<file path="config.mk">
export PLATFORM = sky130hd
export DESIGN_NAME = mem_resp_ctrl
export DESIGN_NICKNAME = d
export VERILOG_FILES = /design/src/rtl/mem_resp_ctrl.sv
export SDC_FILE = /design/constraint.sdc
export NUM_CORES = 1
export LEC_CHECK = 0
export CAP_MARGIN = 40
export CORE_MARGIN = 1
export CORE_UTILIZATION = 52
export CTS_CLUSTER_SIZE = 10
export DETAILED_ROUTE_END_ITERATION = 8
export GPL_TIMING_DRIVEN = 0
export PLACE_DENSITY = 0.86
export SLEW_MARGIN = 5
export SYNTH_ARGS = -nofsm -noshare
export SYNTH_HDL_FRONTEND = slang
export SYNTH_SLANG_ARGS = --single-unit
</file>
<file path="constraint.sdc">
create_clock -name clk -period 4.3 [get_ports clk]
set_clock_uncertainty 0.1 [all_clocks]
set_input_delay 0.86 -clock clk [delete_from_list [all_inputs] [get_ports clk]]
set_output_delay 0.86 -clock clk [all_outputs]
set_load 0.03 [all_outputs]
</file>
<file path="src/rtl/mem_resp_ctrl.sv">
// mem_resp_ctrl: responder for the memory-stage data interface.
// Takes one load/store at a time and moves it over an 8-bit single-port RAM
// bus, one byte per cycle, little-endian. Load results are assembled and
// optionally sign-extended, then returned with a one-cycle resp_valid pulse.
// Optional feature macro: MEM_RESP_MISALIGN_ERR_EN adds resp_err and rejects
// misaligned half/word requests without touching the RAM.
module mem_resp_ctrl #(
    parameter int ADDR_W = 32,
    parameter int DATA_W = 32
) (
    input  logic              clk,
    input  logic              rst,
    input  logic              rdy,
    input  logic              req_valid,
    output logic              req_ready,
    input  logic              req_we,
    input  logic [ADDR_W-1:0] req_addr,
    input  logic [1:0]        req_size,
    input  logic              req_sext,
    input  logic [DATA_W-1:0] req_wdata,
    output logic              resp_valid,
    output logic [DATA_W-1:0] resp_rdata,
`ifdef MEM_RESP_MISALIGN_ERR_EN
    output logic              resp_err,
`endif
    output logic [ADDR_W-1:0] mem_a,
    output logic [7:0]        mem_dout,
    output logic              mem_wr,
    input  logic [7:0]        mem_din
);

    typedef enum logic [1:0] {IDLE, XFER, DRAIN, DONE} state_t;

    state_t              r_state;
    state_t              r_state_next;
    logic                r_we;
    logic                r_sext;
    logic [1:0]          r_last;     // index of the final byte (N-1)
    logic [2:0]          r_k;        // byte index being issued; reaches N in DRAIN
    logic [ADDR_W-1:0]   r_mem_a;
    logic [DATA_W-1:0]   r_wdata;
    logic [DATA_W-1:0]   r_data;

    logic                w_accept;
    logic                w_misalign;
    logic                w_err;
    logic [1:0]          w_req_last;
    logic [1:0]          w_cap_idx;
    logic                w_sign;
    logic [DATA_W-1:0]   w_rdata;

    assign w_accept   = req_valid && req_ready && rdy;
    assign w_req_last = (req_size == 2'd0) ? 2'd0 : (req_size == 2'd1) ? 2'd1 : 2'd3;
    // Read data lags the issued address by one cycle, so the byte captured
    // now belongs to the previous index (r_k-1, wrapping 4 -> 3 in DRAIN).
    assign w_cap_idx  = r_k[1:0] - 2'd1;

`ifdef MEM_RESP_MISALIGN_ERR_EN
    assign w_misalign = ((req_size == 2'd1) && req_addr[0]) ||
                        (req_size[1] && (req_addr[1:0] != 2'b00));
`else
    assign w_misalign = 1'b0;
`endif

    // State register; a low rdy freezes the whole block.
    always_ff @(posedge clk) begin
        if (rst)
            r_state <= IDLE;
        else if (rdy)
            r_state <= r_state_next;
    end

    // Next-state and control outputs.
    always_comb begin
        r_state_next = r_state;
        req_ready    = 1'b0;
        resp_valid   = 1'b0;
        mem_wr       = 1'b0;
        case (r_state)
            IDLE: begin
                req_ready = 1'b1;
                if (req_valid)
                    r_state_next = w_misalign ? DONE : XFER;
            end
            XFER: begin
                // Gating by rst keeps an aborted store from landing one more byte.
                mem_wr = r_we && rdy && !rst;
                if (r_k[1:0] == r_last)
                    r_state_next = r_we ? DONE : DRAIN;
            end
            DRAIN: begin
                r_state_next = DONE;
            end
            DONE: begin
                req_ready  = 1'b1;
                resp_valid = 1'b1;
                if (req_valid)
                    r_state_next = w_misalign ? DONE : XFER;
                else
                    r_state_next = IDLE;
            end
            default: r_state_next = IDLE;
        endcase
    end

    // Request latch, byte counter, RAM address and load-byte capture.
    always_ff @(posedge clk) begin
        if (rst) begin
            r_we    <= 1'b0;
            r_sext  <= 1'b0;
            r_last  <= 2'd0;
            r_k     <= 3'd0;
            r_mem_a <= '0;
            r_wdata <= '0;
            r_data  <= '0;
        end else if (rdy) begin
            if (w_accept) begin
                r_we    <= req_we;
                r_sext  <= req_sext;
                r_last  <= w_req_last;
                r_wdata <= req_wdata;
                r_mem_a <= req_addr;
                r_k     <= 3'd0;
                r_data  <= '0;
            end else if (r_state == XFER) begin
                r_k <= r_k + 3'd1;
                // Address stays on the last byte so mem_a holds once idle.
                if (r_k[1:0] != r_last)
                    r_mem_a <= r_mem_a + ADDR_W'(1);
                if (!r_we && (r_k != 3'd0))
                    r_data[{w_cap_idx, 3'b000} +: 8] <= mem_din;
            end else if (r_state == DRAIN) begin
                r_data[{w_cap_idx, 3'b000} +: 8] <= mem_din;
            end
        end
    end

`ifdef MEM_RESP_MISALIGN_ERR_EN
    logic r_err;

    // Remember whether the accepted request was rejected as misaligned.
    always_ff @(posedge clk) begin
        if (rst)
            r_err <= 1'b0;
        else if (rdy && w_accept)
            r_err <= w_misalign;
    end

    assign w_err    = r_err;
    assign resp_err = (r_state == DONE) && r_err;
`else
    assign w_err = 1'b0;
`endif

    // Sign bit is the top bit of the last loaded byte.
    assign w_sign = r_data[{r_last, 3'b111}];

    genvar gi;
    generate
        for (gi = 0; gi < DATA_W / 8; gi++) begin : g_byte
            assign w_rdata[gi*8 +: 8] = (2'(gi) <= r_last) ? r_data[gi*8 +: 8] :
                                        ((r_sext && w_sign) ? 8'hFF : 8'h00);
        end
    endgenerate

    assign resp_rdata = ((r_state == DONE) && !r_we && !w_err) ? w_rdata : '0;
    assign mem_a      = r_mem_a;
    assign mem_dout   = ((r_state == XFER) && r_we) ? r_wdata[{r_k[1:0], 3'b000} +: 8] : 8'h00;

endmodule
</file>
==> flow_summary.yaml, run 1 <==
clock_network:
  cts_resized: 0
  cts_tree: "built"
  clk_latency_ns: 0.37
  clk_path_buf_depth: 2
  root_buffer: "clkbuf_8"
  cts_setup_buffers: 0
  clock-sinks: 105
  clk_pin_slew_ns: 0.11
  cts_made_buffers: 9
  htreeDepth: 3
  hold_buffers: 0
sta:
  fin_ws_ns: 0.3074
  max_slew.worst_pin.slew_ns: 0.8019
  post-route-period-util: 0.9285
  fin_setup_tns_ns: 0
  finalCriticalPeriod_ns: 3.993
  hold_ws_ns: 0.3547
  setup_viol: 0
  worst_slew_margin_rel: 0.4609
  fmax_mhz: 250.5
  rsz0062_at_grt: "no"
  hold_viol_final: 0
  slew_violations: 0
cells_and_area:
  diodes: 0
  final_area_sq_um: 7478
  fin_util: 0.7277
  nFillCells: 813
  regArea_sq_um: 2102
  final_cell_mix: "nand2_1 (182), clkdlybuf4s50_1 (153), dfxtp_1 (105)"
  stdcell_count: 998
  area_delta_synth_final_pct: 35.81
  drive_above_1_share: 0.08585
  multi_input_area_sq_um: 3168
  layout_commonest_cell: "nand2_1"
  nets: 949
drt:
  drc: 0
  viasPerCell: 5.604
  drt-total-wl_mm: 16.05
  drt-initial-drc-count: 293
  ant_nets: 0
  firstDrtPassIters: 6
  wl_per_cell_um: 16.08
  route.vias.total: 5593
grt:
  grtUsageMet2: 0.5237
  overflow: 0
  antenna_found_initial: 0
  grt_pass1_vias: 5550
  grt_max_degree: 20
  use_met1: 0.3515
  busiest_layer: "met2"
  grt_usage: 0.2924
  grt_pass1_wl_mm: 25.91
  met3_usage: 0.03743
floorplanning:
  dieArea_sq_um: 11010
  die_h_um: 104.9
  start_util: 0.5358
  dieWidth_um: 104.9
  row_count: 37
  ioPinCount: 155
  core-area_sq_um: 10280
synthesis:
  synth.avg_cell_area_sq_um: 7.957
  synthArstFlopShare: 0
  synth.area.top_cells: "dfxtp_1 (38%), nand2_1 (12%), a21oi_1 (5.0%)"
  synth_top_area_share: 0.3817
  synth_cells: 692
  synth_flop_cell: "dfxtp_1"
  ys_types: 47
  synth-seq-cells: 105
  synth_edf_count: 0
  syn_area_sq_um: 5507
  yosysWarnings: 0
  synth_top_area_cell: "dfxtp_1"
  syn-num-nets: 784
  seq_area_frac_synth: 0.3817
min_path:
  hold_path_class: "reg2reg"
  whs_endpoint: "r_data[3]$_SDFFE_PP0P_"
  min_from: "r_data[3]$_SDFFE_PP0P_"
  whs_path_depth: 2
power:
  irDropWorstVdd_mv: 0.1812
  p_leak_nw: 2.486
  power_mw: 2.250
  powerDensity_nw_per_um2: 300.9
setup_path:
  timing.rr.start: "r_k[1]$_SDFFE_PP0P_"
  crit_required_ns: 3.34
  rr_worst_depth: 9
  critPathLaunchType: "flop"
  cp_max_fo: 10
  worst-setup-path-type: "reg2out"
  worstSetupEndpointType: "primary output"
  reg2reg_slack_ns: 1.32
  worstReg2RegEnd: "r_data[10]$_SDFFE_PP0P_"
  arrival_ns: 3.03
placed_design:
  dpl.hpwl_mm: 12.13
  placed_area_sq_um: 7219
  globalplace.congestion: 0.9306
  dp_slack_ns: 0.6953
  dp.cells: 982
  portBuffers: 153
flow_run:
  maxCapViolations: 0
run_status:
  outcome: "complete, no violations"
[flip-flops by register name (all words and copies together) (netlist names)]
signal,flops
r_wdata,32
r_sext,1
r_we,1
r_data,32
r_k,3
r_last,2
r_state,2
mem_a,32
[cells by family after synthesis]
| family | share of synthesized area |
|---|---|
| and+or+nand+nor | 0.2890 |
| adders and majority gates | 0.02727 |
| muxes | 0.09271 |
| xor gates and xnor gates | 0.04135 |
| DFF | 0.3817 |
| AOI/OAI and AO/OA | 0.1250 |
| buffers and inverters | 0.04295 |
[worst max-delay path, stage by stage (launching register included)]
cell and delay [ns]:
dfxtp_1 0.31, buf_2 0.16, nor2_1 0.56, a22o_1 0.23
a22oi_1 0.08, nor2_1 0.42, o21a_1 0.23, clkdlybuf4s50_1 0.67
[worst max-delay path by stage]
stage	from	slack, ns	cells after the start	end
after floorplan	rst	1.34	3	mem_wr
after global placement	rdy	0.72	4	mem_wr
after detailed placement	rdy	0.70	4	mem_wr
after CTS	r_last[0]$_SDFFE_PP0P_	0.35	7	resp_rdata[31]
after global routing	r_last[0]$_SDFFE_PP0P_	0.21	7	resp_rdata[24]
final	r_last[0]$_SDFFE_PP0P_	0.31	7	resp_rdata[31]
[cells in the mapped netlist (2+ instances only)]
library cell,count
a211oi_1,6
a21o_1,2
a21oi_1,55
a311oi_1,3
and2_1,11
and3_1,4
and4_1,5
buf_1,7
buf_2,3
clkbuf_1,30
dfxtp_1,105
ha_1,12
inv_1,20
mux2_2,24
mux2i_1,6
mux4_2,8
nand2_1,182
nand2b_1,4
nand3_1,16
nand4_1,7
nor2_1,47
nor2b_1,11
nor3_1,11
nor3b_1,5
nor4_1,8
nor4_2,9
o211ai_1,2
o21a_1,17
o21ai_0,13
o21ai_1,8
or2_2,8
or3_1,4
xnor2_1,19
xor2_1,7
[where the power goes]
part / switching (mW) / internal (mW)
combinational: 0.228 / 0.183
sequential: 0.0479 / 1.02
clock: 0.372 / 0.400
total: 0.648 / 1.60
[cell type report]
class	count	area share
Buffer	41	0.02158
Clock buffer	9	0.01656
Clock inverter	7	0.01807
Inverter	20	0.01004
Multi-Input combinational cell	526	0.4236
Sequential cell	105	0.2811
Tap cell	136	0.02275
Timing Repair Buffer	154	0.2063
[layer usage]
metal | routed length (um) | vias to the layer above
met5 | 0 | -
met4 | 476 | 0
met2 | 8120 | 239
met1 | 6522 | 2635
met3 | 926 | 52
li1 | - | 2667
No activity file was read; power rests on OpenSTA's default activity.
==> run 2: changes to the inputs <==
- ABC_AREA: not set -> 1
- CORE_UTILIZATION: 52 -> 53
==> run 2 against run 1 <==
Sequential power increased by 5%. Die area rose by 6.0%. Cell area grew 5.0%. Combinational power is 57% higher. Non-clock buffer count rose by 2. Sequential share of layout area shrank 1.3 points. Setup slack improved by 0.34 ns. Final cell count increased by 27%. Synthesized area up 8.2%. Count of clock-buffer cells in the layout is 3 higher. Clock power decreased by 19%. Power rose by 6.4%.
==> flow_summary.yaml, run 2 <==
run_status:
  outcome: "complete, no violations"
drt:
  wl_per_cell_um: 14.54
  drc: 0
  drt-total-wl_mm: 18.49
  firstDrtPassIters: 5
  route.vias.total: 6715
  viasPerCell: 5.279
  ant_nets: 0
  drt-initial-drc-count: 400
synthesis:
  synth-seq-cells: 105
  synth.area.top_cells: "dfxtp_1 (35%), nor2_1 (17%), nand2_1 (11%)"
  synth_flop_cell: "dfxtp_1"
  synth_top_area_share: 0.3529
  synth.avg_cell_area_sq_um: 6.185
  synthArstFlopShare: 0
  synth_cells: 963
  synth_top_area_cell: "dfxtp_1"
  seq_area_frac_synth: 0.3529
  synth_edf_count: 0
  ys_types: 32
  yosysWarnings: 0
  syn-num-nets: 1055
  syn_area_sq_um: 5956
  yosys-top-cells-count: "nor2_1 (275), nand2_1 (180), dfxtp_1 (105)"
  yosysMostFrequentCell: "nor2_1"
placed_design:
  globalplace.congestion: 0.9738
  dpl.hpwl_mm: 13.97
  portBuffers: 153
clock_network:
  hold_buffers: 0
  clk_latency_ns: 0.39
  cts_tree: "built"
  cts_made_buffers: 9
  htreeDepth: 3
  cts_resized: 0
  root_buffer: "clkbuf_8"
  clock-sinks: 105
  cts_setup_buffers: 0
  clk_pin_slew_ns: 0.11
  clk_path_buf_depth: 2
sta:
  fmax_mhz: 274.1
  setup_viol: 0
  post-route-period-util: 0.8484
  hold_viol_final: 0
  slew_violations: 0
  rsz0062_at_grt: "no"
  finalCriticalPeriod_ns: 3.648
  max_slew.worst_pin.slew_ns: 0.6466
  worst_slew_margin_rel: 0.5689
  fin_setup_tns_ns: 0
flow_run:
  maxCapViolations: 0
min_path:
  hold_path_class: "reg2reg"
setup_path:
  critPathSlowestCell: "clkdlybuf4s50_1"
  path_cells: "buf_2 > clkinv_1 > nor2_1 > o21ai_0 > a21oi_1 > clkdlybuf4s50_1"
  arrival_ns: 2.69
  worstSetupEndpointType: "primary output"
  max_stage_delay_ns: 0.71
  cp_max_fo: 12
  crit_required_ns: 3.34
  worst-setup-path-type: "reg2out"
  critPathLaunchType: "flop"
  reg2reg_slack_ns: 1.67
cells_and_area:
  layout_commonest_cell: "nor2_1"
  nets: 1219
  drive_above_1_share: 0.04770
  diodes: 0
  final_cell_mix: "nor2_1 (275), nand2_1 (180), clkdlybuf4s50_1 (153)"
  area_delta_synth_final_pct: 31.83
floorplanning:
  start_util: 0.5470
  dieArea_sq_um: 11670
  dieWidth_um: 108.0
  core-area_sq_um: 10890
  row_count: 38
  die_h_um: 108.0
  ioPinCount: 155
power:
  power_mw: 2.395
  irDropWorstVdd_mv: 0.1823
  powerDensity_nw_per_um2: 305.0
  p_leak_nw: 3.108
grt:
  overflow: 0
  grt_max_degree: 18
  grt_usage: 0.3259
  grt_pass1_wl_mm: 29.53
  grt_pass1_vias: 6177
  antenna_found_initial: 0
## run 2: cell count changes in the layout (fill, tap and decap cells not counted), moves of 11 or more
cell	change
a21oi_1	+14
inv_1	+52
mux2_2	-24
nand3_1	+40
nor2_1	+228
nor2b_1	-11
o21a_1	-17
o21ai_0	+79
xnor2_1	-16
## run 2: critical path: cells and delay by family (launching register included)
family | cells | cell delay, ns
buffers and inverters | 3 | 1.33
flip-flops | 1 | 0.44
AND/OR/NAND/NOR | 1 | 0.24
AO/OA/AOI/OAI | 2 | 0.30
## run 2: power breakdown
part	switching [mW]	internal, mW
clock	0.378	0.250
combinational	0.387	0.259
sequential	0.0631	1.06
## run 2: worst paths after layout
path,startpoint,end,depth (start not counted)
worst max-delay path,r_k[1]$_SDFFE_PP0P_,mem_dout[6],6
worst min-delay path,r_data[0]$_SDFFE_PP0P_,r_data[0]$_SDFFE_PP0P_,2
worst max register to register,r_k[0]$_SDFFE_PP0P_,r_data[4]$_SDFFE_PP0P_,9
worst min register to register,r_data[0]$_SDFFE_PP0P_,r_data[0]$_SDFFE_PP0P_,2
## run 2: final cells by class
class,count,area (sq um)
Buffer,44,234.0
Clock buffer,12,155.1
Timing Repair Buffer,153,1531
Multi-Input combinational cell,736,3324
Sequential cell,105,2102
Clock inverter,4,33.78
Tap cell,140,175.2
Inverter,78,295.3
Fill cell,957,3037
## run 2: cells by family after synthesis
logic type,share of synthesized area
xor gates and xnor gates,0.01324
adders and majority gates,0.02521
buffers and inverters,0.08886
DFF,0.3529
and+or+nand+nor,0.3700
AOI/OAI and AO/OA,0.1498
## run 2: layer usage
metal	track usage	wire length, um
met2	0.5696	8919
met1	0.4035	7689
met3	0.04521	1358
met4	0.1272	523
met5	0	0
## run 2: per-stage QoR
step | std cells | setup slack [ns] | hold slack [ns] | util | instance area, sq um
after floorplan | 963 | 1.463 | 0.3300 | - | 5956
after global placement | 1256 | 0.7793 | 0.3432 | 0.7037 | 7662
after detailed placement | 1256 | 0.7427 | 0.3514 | 0.7037 | 7662
after CTS | 1272 | 0.6891 | 0.3666 | 0.7211 | 7851
after global routing | 1272 | 0.5216 | 0.3845 | 0.7211 | 7851
final | 1272 | 0.6519 | 0.3666 | 0.7211 | 7851
